[config.mk]
export PLATFORM = sky130hd
export DESIGN_NAME = multicycle_control
export DESIGN_NICKNAME = d
export VERILOG_FILES = /design/src/rtl/multicycle_control.sv
export SDC_FILE = /design/constraint.sdc
export NUM_CORES = 1
export LEC_CHECK = 0
export CAP_MARGIN = 5
export CELL_PAD_IN_SITES_DETAIL_PLACEMENT = 0
export CELL_PAD_IN_SITES_GLOBAL_PLACEMENT = 2
export CORE_MARGIN = 2
export CORE_UTILIZATION = 17
export CTS_CLUSTER_SIZE = 16
export DETAILED_ROUTE_END_ITERATION = 16
export HOLD_SLACK_MARGIN = 0.03
export PLACE_DENSITY = 0.76
export SYNTH_ARGS = -nofsm -noshare
export SYNTH_HDL_FRONTEND = slang
export SYNTH_SLANG_ARGS = --single-unit
[constraint.sdc]
create_clock -name clk -period 1.2 [get_ports clk]
set_input_delay 0.24 -clock clk [delete_from_list [all_inputs] [get_ports clk]]
set_output_delay 0.24 -clock clk [all_outputs]
set_load 0.005 [all_outputs]
[src/rtl/multicycle_control.sv]
// multicycle_control: main FSM and ALU decoder for the multicycle RV32I-subset core.
// Ports: clk, rst_n (async active-low); op/funct3/funct7b5 from the instruction register;
// zero from the ALU. Outputs: pc_write, adr_src, mem_write, ir_write, reg_write,
// result_src, alu_src_a, alu_src_b, imm_src, alu_control, illegal.
module multicycle_control #(
  parameter bit ILLEGAL_TRAP = 1'b1
) (
  input  logic       clk,
  input  logic       rst_n,
  input  logic [6:0] op,
  input  logic [2:0] funct3,
  input  logic       funct7b5,
  input  logic       zero,
  output logic       pc_write,
  output logic       adr_src,
  output logic       mem_write,
  output logic       ir_write,
  output logic       reg_write,
  output logic [1:0] result_src,
  output logic [1:0] alu_src_a,
  output logic [1:0] alu_src_b,
  output logic [1:0] imm_src,
  output logic [2:0] alu_control,
  output logic       illegal
);
  typedef enum logic [3:0] {
    FETCH, DECODE, MEMADR, MEMREAD, MEMWB, MEMWRITE,
    EXECUTER, EXECUTEI, ALUWB, JAL, BEQ, ILLEGAL
  } state_t;
  localparam logic [6:0] OP_LW = 7'b0000011, OP_SW = 7'b0100011, OP_R = 7'b0110011,
                         OP_I = 7'b0010011, OP_JAL = 7'b1101111, OP_BEQ = 7'b1100011;
  state_t state_q, state_d;
  logic [1:0] alu_op;
  logic pc_update, branch, ill_state, mw, iw, rw, funct_bad;
  always_ff @(posedge clk or negedge rst_n)
    if (!rst_n) state_q <= FETCH;
    else state_q <= state_d;
  always_comb begin
    state_d = state_q;
    adr_src = 1'b0;
    mw = 1'b0;
    iw = 1'b0;
    rw = 1'b0;
    result_src = 2'b00;
    alu_src_a = 2'b00;
    alu_src_b = 2'b00;
    alu_op = 2'b00;
    pc_update = 1'b0;
    branch = 1'b0;
    ill_state = 1'b0;
    case (state_q)
      FETCH: begin
        iw = 1'b1;
        alu_src_b = 2'b10;
        result_src = 2'b10;
        pc_update = 1'b1;
        state_d = DECODE;
      end
      DECODE: begin
        alu_src_a = 2'b01;
        alu_src_b = 2'b01;
        state_d = (op == OP_LW || op == OP_SW) ? MEMADR :
                  op == OP_R   ? EXECUTER :
                  op == OP_I   ? EXECUTEI :
                  op == OP_JAL ? JAL :
                  op == OP_BEQ ? BEQ :
                  ILLEGAL_TRAP ? ILLEGAL : FETCH;
      end
      MEMADR: begin
        alu_src_a = 2'b10;
        alu_src_b = 2'b01;
        state_d = op == OP_LW ? MEMREAD : MEMWRITE;
      end
      MEMREAD: begin
        adr_src = 1'b1;
        state_d = MEMWB;
      end
      MEMWB: begin
        result_src = 2'b01;
        rw = 1'b1;
        state_d = FETCH;
      end
      MEMWRITE: begin
        adr_src = 1'b1;
        mw = 1'b1;
        state_d = FETCH;
      end
      EXECUTER: begin
        alu_src_a = 2'b10;
        alu_op = 2'b10;
        state_d = ALUWB;
      end
      EXECUTEI: begin
        alu_src_a = 2'b10;
        alu_src_b = 2'b01;
        alu_op = 2'b10;
        state_d = ALUWB;
      end
      ALUWB: begin
        rw = 1'b1;
        state_d = FETCH;
      end
      JAL: begin
        alu_src_a = 2'b01;
        alu_src_b = 2'b10;
        pc_update = 1'b1;
        state_d = ALUWB;
      end
      BEQ: begin
        alu_src_a = 2'b10;
        alu_op = 2'b01;
        branch = 1'b1;
        state_d = FETCH;
      end
      ILLEGAL: ill_state = 1'b1;
      default: state_d = FETCH;
    endcase
  end
  // op[5] separates R-type from op-imm so addi with instr[30] set stays an add
  assign funct_bad = alu_op == 2'b10 && !(funct3 inside {3'b000, 3'b010, 3'b110, 3'b111});
  assign alu_control = alu_op == 2'b00 ? 3'b000 :
                       alu_op == 2'b01 ? 3'b001 :
                       funct3 == 3'b000 ? {2'b00, op[5] & funct7b5} :
                       funct3 == 3'b010 ? 3'b101 :
                       funct3 == 3'b110 ? 3'b011 :
                       funct3 == 3'b111 ? 3'b010 : 3'b000;
  assign imm_src = op == OP_SW ? 2'b01 : op == OP_BEQ ? 2'b10 : op == OP_JAL ? 2'b11 : 2'b00;
  // strobes are gated by rst_n because the reset state FETCH would otherwise assert them
  assign pc_write = rst_n & (pc_update | (branch & zero));
  assign ir_write = rst_n & iw;
  assign reg_write = rst_n & rw;
  assign mem_write = rst_n & mw;
  assign illegal = ill_state | funct_bad;
endmodule

# Yosys cells after proc, flatten, opt, wreduce, memory -nomap -nowiden
# Cells that the tools add are included.
# op_classes
n_eq_ne	22
reduce_logical	15
n_mux	27
bitwise_logic	8
# op_table
operator	n
4-bit case mux with 6 select lines	1
4-bit by 3-bit equality test with 1-bit output (second input constant)	4
4-bit equality test (second input constant)	4
2-bit case mux with 2 select lines	4
3-bit two-way mux	5
7-bit by 6-bit equality test with 1-bit output (second input constant)	2
7-bit equality test (second input constant)	2
2-bit two-way mux	6
4-bit two-way mux	3
2-bit OR reduction	5
4-bit by 2-bit equality test with 1-bit output (second input constant)	2
1-bit two-way mux	8
7-bit by 2-bit equality test with 1-bit output (second input constant)	1
7-bit by 5-bit equality test with 1-bit output (second input constant)	1
1-bit bitwise AND	6
3-bit equality test (second input constant)	2
3-bit OR reduction	2
4-bit by 1-bit equality test with 1-bit output (second input constant)	1
4-bit logical NOT	1
4-bit nonzero test	1
4-bit OR reduction	1
3-bit by 2-bit equality test with 1-bit output (second input constant)	1
3-bit logical NOT	1
2-bit by 1-bit equality test with 1-bit output (second input constant)	1
6 further kinds	7
# totals
in_bits	14
elab_cells	73
regBits	4
out_inout_bits	17

# Longest topological paths before layout
# Gate-level depths: netlist of the first run.
# depth
word_depth	7
depth_mapped	4

# Worst setup path after synthesis of the first run
# Ideal clock, no wire load.
# synth_timing
path_type	reg2out
from	register state_q[3]
to	output port alu_src_b[1]
arrival_ps	1108
path_stages_with_launch	4
required_time_ps	960
setup_slack_ps	-148
cell_sequence	dfrtp_1 -> buf_2 -> or2_2 -> a211oi_1
# synth_via
elab_chain_cells	3
# synth_lines
element	line	text
start: declaration	32	state_t state_q, state_d;
start signal: assignment	37	else state_q <= state_d;
4-bit by 3-bit equality test with 1-bit output (tied with other cells)	51	case (state_q)
3-bit OR reduction (no line) or 2-bit OR reduction (tied branches)	n/a	
2-bit case mux with 2 select lines (*)	51	
end: declaration	21	output logic [1:0] alu_src_b,
# Every way passes the cells marked *; elsewhere a longest branch is shown, timed or not.

# Final worst setup path of the first run
# layout_timing
from	register state_q[0]
to	output port pc_write
# layout_via
elab_chain_cells	5
# layout_lines
element	line	text
4-bit equality test or 4-bit logical NOT (tied branches)	51	
2-bit OR reduction (no line) or 1-bit two-way mux (tied branches)	n/a	
1-bit two-way mux or 1-bit bitwise AND (tied branches)	51, 129	
1-bit OR (*)	129	assign pc_write = rst_n & (pc_update | (branch & zero));
1-bit bitwise AND (*)	129	
end: declaration	14	output logic pc_write,
# Marks and branches as above.

==> flow_summary_export.csv, run 1 <==
group,metric,value,unit
clock_network,clockBufferDepth,2,
worst_setup_path,cp_data_arrival_time,1.48,ns
drt,drc,0,
worst_setup_path,cp_cell_sequence,"and2b_1 -> buf_6 -> a21oi_2 -> a2111oi_2 -> buf_2",
cells_and_area,top_register,"state_q",
timing,fmax,582,MHz
place,globalplace.congestion,0.716,
clock_network,clk_latency,0.24,ns
grt,grt_use_total,14.1,%
timing,rsz0062_at_grt,"true",
grt,grt_pass1_wl,3950,microns
timing,fin_skew,0.000876,ns
hold_path,hp-class,"in -> async",
place,place_inst,167,
yosys,syn_inst,74,
floorplanning,die_area,0.00367,sq mm
grt,grt_pass1_vias,860,
drt,detail-route-antenna-nets,0,
worst_setup_path,regToRegStartpoint,"state_q[2]",
worst_setup_path,worstReg2RegEnd,"state_q[2]",
worst_setup_path,start_kind,"flop",
timing,worst_slack,-0.519,ns
floorplanning,pin_count,31,
pwr,peakVddDrop,106,uV
timing,min_period_over_period,143,%
yosys,avgSynthCellArea,7.36,sq um
clock_network,cts_buffers,3,
worst_setup_path,crit_fanout,4,
timing,timing.setup.tns,-6.30,ns
yosys,synth_cell_types,34,
worst_setup_path,criticalPathCategory,"reg -> out",
clock_network,clk_pin_slew_worst_paths,0.04,ns
timing,max_slew_margin,83.8,%
cells_and_area,fin_cells,190,
yosys,ys_ff_latch,4,
cells_and_area,layout_commonest_cell,"buf_4",
floorplanning,start_util,17.8,%
floorplanning,coreArea,0.00305,sq mm
clock_network,ctsHoldBuffers,0,
timing,hold_ws,0.326,ns
timing,setup_violations,20,
worst_setup_path,timing.critical_path.from,"state_q[0]",
grt,grt_max_degree,9,
drt,dr.pass1.iters,4,
worst_setup_path,slowest_delay,0.41,ns
cells_and_area,drive_gt1_share,70.5,%
timing,period_needed,1.72,ns
grt,antenna_found_initial,0,
cells_and_area,largest_reg_flops,4,
drt,wl,2330,microns
run,drv_cap,0,
clock_network,cts_tree,"done",
worst_setup_path,rrSetupSlack,-0.15,ns
floorplanning,die_w,60.6,microns
timing,tightest_slew,0.243,ns
drt,avgRoutedWirePerCell,12.3,microns
worst_setup_path,rr_worst_depth,7,
cells_and_area,final_cell_mix,"buf_4 (27), buf_6 (21), buf_2 (19)",
cells_and_area,final_nets,162,
cells_and_area,area_delta_synth_final,152,%
drt,vias,839,
yosys,synth_area,544,sq um
place,hpwlAfterDp,1510,microns
worst_setup_path,cp.required,0.96,ns
cells_and_area,insertedDiodeCount,0,
cells_and_area,fill_cells,316,
clock_network,htreeDepth,1,
yosys,ys_seq_area_share,18.4,%
drt,drt_first_iter_violations,14,
timing,hold_viol_final,0,
yosys,yosysWarnings,0,
timing,drv_slew,0,
run_status,outcome,"finished with violations",
place,port_buffers,30,
grt,grt_remaining_overflow,0,
clock_network,cts_num_sinks,4,
cells_and_area,reg_top3,"state_q x4",
pwr,p_leak,0.658,nW
drt,viasPerCell,4.42,
yosys,synthesis.nets,88,
floorplanning,num_rows,20,
pwr,power.density,294,mW/mm^2
clock_network,root_buffer,"clkbuf_4",
run_status,violations,"setup timing",
worst_setup_path,cpMaxStageDelayCell,"dfrtp_1",
floorplanning,die_y,60.6,microns
worst_setup_path,critPathCaptureType,"output port",
Yosys cell counts:
cell type	number	area [sq um]
a2111oi_2	1	15.0
a211oi_1	3	22.5
a21boi_0	2	15.0
a21o_1	1	7.51
a21oi_1	4	20.0
a311o_1	1	10.0
a31oi_1	1	6.26
and2b_1	1	7.51
and3_1	1	6.26
and4bb_2	1	12.5
buf_2	4	20.0
buf_4	2	15.0
dfrtp_1	4	100
inv_1	3	11.3
nand2_1	5	18.8
nand2b_1	3	18.8
nand3_1	2	10.0
nand3b_1	2	15.0
nand4_1	2	12.5
nand4bb_1	1	11.3
nor2_1	6	22.5
nor2b_1	2	12.5
nor2b_2	1	8.76
nor3_1	5	25.0
nor3b_1	1	7.51
nor4_1	1	6.26
o211a_1	1	10.0
o211ai_1	3	22.5
o21a_1	3	22.5
o21ai_0	1	5.00
o21bai_1	2	15.0
or2_2	2	12.5
or4b_1	1	10.0
xnor2_1	1	8.76
through the flow:
stage               utilization, %  total power, W  worst slack [ns]  cell area, sq um
floorplan                        -        0.000152           -0.0486               572
global placement              35.2        0.000228            -0.981              1070
detailed placement            35.2        0.000231             -1.02              1070
CTS                           42.8        0.000409            -0.523              1310
global route                  44.9        0.000429            -0.626              1370
finish                        44.9        0.000404            -0.519              1370
worst max-delay path, delay by kind of cell, from the launching register on:
kind | cells | cell delay [ns]
buffers and inverters | 2 | 0.26
AOI/OAI and AO/OA | 2 | 0.32
and+or+nand+nor | 1 | 0.24
DFF | 1 | 0.41
final cells by class:
type,instances,area [sq um],share of cell area [%]
Timing Repair Buffer,75,622,45.3
Multi-Input combinational cell,61,558,40.7
Sequential cell,4,103,7.48
Tap cell,44,55.1,4.01
Clock buffer,3,22.5,1.64
Inverter,3,11.3,0.821
repair_timing:
item / CTS / global route
pin swaps: 16 / 11
setup endpoints to repair: 21 / 21
gates resized for setup: 141 / 11
setup buffers: 23 / 2
worst max path at each step:
stage / end / depth (start not counted) / slack, ns
after detailed placement: imm_src[0] / 5 / -1.02
final: pc_write / 5 / -0.52
after global routing: pc_write / 5 / -0.63
after floorplan: pc_write / 4 / -0.05
after CTS: pc_write / 5 / -0.52
after global placement: imm_src[0] / 5 / -0.98
where the power goes:
| group | internal, W | leakage, nW | switching [W] |
|---|---|---|---|
| Clock | 0.000112 | 0.0138 | 0.0000545 |
| Combinational | 0.0000626 | 0.604 | 0.0000391 |
| Sequential | 0.000136 | 0.0396 | 0 |
| Total | 0.000310 | 0.658 | 0.0000936 |
metal layers:
metal	part of all wire, %	wire length [microns]	GRT usage [%]	vias to the layer above
li1	-	-	-	425
met1	39	906	16.9	393
met2	56	1310	25.7	17
met3	2.9	67	2.13	4
met4	2.2	51	4.66	0
met5	0	0	0	-
kinds of logic after synthesis:
group                  Yosys count  share of synthesized area [%]
AND/OR/NAND/NOR                 37                           40.0
AO/OA/AOI/OAI                   23                           31.5
buffers and inverters            9                           8.50
flip-flops                       4                           18.4
XOR/XNOR                         1                           1.61
(Power assumes the default switching activity.)
==> run 2: changes to the inputs <==
Settings changed: PLACE_DENSITY 0.76 to 0.79.
==> run 2 against run 1 <==
Against the previous run:
- sequential cell count unchanged
- count of clock-buffer cells in the layout unchanged
- fmax down 3.1%
- die area unchanged
- critical path depth up 1
- final area up 7.3%
- highest routed layer unchanged
- via count up 2.9%
- the flow still finishes with violations (setup timing)
==> flow_summary_export.csv, run 2 (synthesis results as in run 1) <==
group,metric,value,unit
cells_and_area,final_nets,168,
run_status,violations,"setup timing",
grt,grt_remaining_overflow,0,
timing,setup_violations,20,
worst_setup_path,crit_fanout,4,
timing,max_slew_margin,84.6,%
worst_setup_path,rrSetupSlack,-0.13,ns
run,drv_cap,0,
drt,drt_first_iter_violations,16,
clock_network,cts_buffers,3,
grt,antenna_found_initial,0,
drt,viasPerCell,4.40,
worst_setup_path,timing.critical_path.from,"state_q[0]",
grt,grt_pass1_wl,3840,microns
worst_setup_path,crit_family,"buffers and inverters",
timing,fmax,564,MHz
worst_setup_path,path_buf_inv,4,
clock_network,root_buffer,"clkbuf_4",
cells_and_area,area_delta_synth_final,170,%
worst_setup_path,rr_worst_depth,5,
drt,wl,2400,microns
place,globalplace.congestion,0.720,
drt,vias,863,
timing,tightest_slew,0.230,ns
worst_setup_path,cp_cell_sequence,"buf_4 -> buf_6 -> buf_6 -> or2_4 -> a211oi_2 -> buf_2",
cells_and_area,reg_top3,"state_q x4",
worst_setup_path,cp_data_arrival_time,1.53,ns
cells_and_area,layout_commonest_cell,"buf_4",
timing,fin_skew,0.00143,ns
timing,min_period_over_period,148,%
timing,hold_viol_final,0,
place,hpwlAfterDp,1550,microns
floorplanning,die_area,0.00367,sq mm
floorplanning,start_util,17.8,%
floorplanning,coreArea,0.00305,sq mm
place,port_buffers,30,
worst_setup_path,slowest_delay,0.40,ns
floorplanning,pin_count,31,
worst_setup_path,worstReg2RegEnd,"state_q[0]",
floorplanning,die_w,60.6,microns
grt,grt_use_total,14.0,%
worst_setup_path,critPathCaptureType,"output port",
grt,grt_max_degree,11,
run_status,outcome,"finished with violations",
worst_setup_path,cpMaxStageDelayCell,"dfrtp_1",
drt,drc,0,
timing,timing.setup.tns,-6.73,ns
worst_setup_path,start_kind,"flop",
timing,period_needed,1.77,ns
clock_network,cts_num_sinks,4,
clock_network,cts_tree,"done",
drt,avgRoutedWirePerCell,12.2,microns
worst_setup_path,criticalPathCategory,"reg -> out",
clock_network,clockBufferDepth,2,
cells_and_area,top_register,"state_q",
worst_setup_path,cp-endpoint,"alu_src_b[1]",
timing,rsz0062_at_grt,"true",
hold_path,hp-class,"in -> async",
worst_setup_path,cp.required,0.96,ns
clock_network,clk_latency,0.23,ns
grt,grt_pass1_vias,855,
pwr,peakVddDrop,402,uV
cells_and_area,largest_reg_flops,4,
pwr,power.density,284,mW/mm^2
drt,dr.pass1.iters,3,
cells_and_area,final_cell_mix,"buf_4 (30), buf_6 (25), buf_2 (17), clkdlybuf4s50_1 (6)",
cells_and_area,fin_cells,196,
clock_network,htreeDepth,1,
worst_setup_path,cp.depth,6,
timing,worst_slack,-0.573,ns
drt,detail-route-antenna-nets,0,
clock_network,clk_pin_slew_worst_paths,0.03,ns
worst_setup_path,regToRegStartpoint,"state_q[1]",
floorplanning,num_rows,20,
floorplanning,die_y,60.6,microns
pwr,p_leak,0.692,nW
cells_and_area,insertedDiodeCount,0,
cells_and_area,drive_gt1_share,75.0,%
clock_network,ctsHoldBuffers,0,
place,place_inst,169,
worst_setup_path,crit_top_cell,"buf_6",
timing,drv_slew,0,
## run 2: cell count changes in the layout (fill, tap and decap cells not counted), moves of 2 or more
cell and change:
buf_6 +4, buf_4 +3, buf_2 -2, clkbuf_2 +2, clkdlybuf4s50_1 +2, nor2_2 +2
## run 2: worst min-delay path by stage
| stage | from | endpoint | slack [ns] | cells past startpoint |
|---|---|---|---|---|
| global route | rst_n | state_q[2] | 0.45 | 3 |
| floorplan | rst_n | state_q[0] | -0.06 | 0 |
| CTS | rst_n | state_q[2] | 0.43 | 3 |
| global placement | rst_n | state_q[0] | 0.70 | 3 |
| finish | rst_n | state_q[0] | 0.43 | 3 |
| detailed placement | rst_n | state_q[0] | 0.67 | 3 |
## run 2: worst register-to-register path, delay by kind of cell (launching register included)
family / cells / cell delay, ns
buffers and inverters: 3 / 0.38
AO/OA/AOI/OAI: 2 / 0.44
flip-flops: 1 / 0.43
## run 2: routing by layer
| layer | routed length [microns] | GRT usage, % | up-vias |
|---|---|---|---|
| li1 | - | - | 429 |
| met5 | 0 | 0 | - |
| met4 | 29 | 0.932 | 0 |
| met3 | 95 | 4.48 | 2 |
| met1 | 994 | 16.8 | 417 |
| met2 | 1280 | 25.5 | 15 |
## run 2: through the flow
| stage | utilization, % | worst slack (ns) | cell area (sq um) | hold WS (ns) | power, W |
|---|---|---|---|---|---|
| 2_1_floorplan | - | -0.0486 | 572 | -0.0556 | 0.000152 |
| 3_3_place_gp | 35.7 | -0.981 | 1090 | 0.698 | 0.000236 |
| 3_5_place_dp | 35.7 | -1.03 | 1090 | 0.668 | 0.000238 |
| 4_1_cts | 43.5 | -0.517 | 1330 | 0.430 | 0.000413 |
| 5_1_grt | 48.2 | -0.646 | 1470 | 0.454 | 0.000450 |
| 6_report | 48.2 | -0.573 | 1470 | 0.434 | 0.000418 |
## run 2: layout make-up
class / instances / area, sq um
repair buffers: 81 / 673
well taps: 44 / 55.1
fillers: 297 / 1580
clock buffers: 3 / 22.5
multi-input cells: 61 / 606
inverters: 3 / 11.3
flip-flops and latches: 4 / 104
## run 2: power by group
group | switching, W | leakage, nW | internal, W
sequential | 0 | 0.0379 | 0.000136
clock | 0.0000535 | 0.0138 | 0.000112
combinational | 0.0000450 | 0.640 | 0.0000718
total | 0.0000985 | 0.692 | 0.000319
## run 2: repair_timing
item / in CTS / in global routing
setup buffers: 19 / 8
resized for setup: 138 / 19
setup endpoints to repair: 21 / 21
pin swaps: 15 / 7
==> run 3: changes to the inputs <==
Settings changed: CAP_MARGIN 5 to not set.
==> results of run 3 <==
Same layout as run 2: the final DEF is identical, and so are final timing and power.
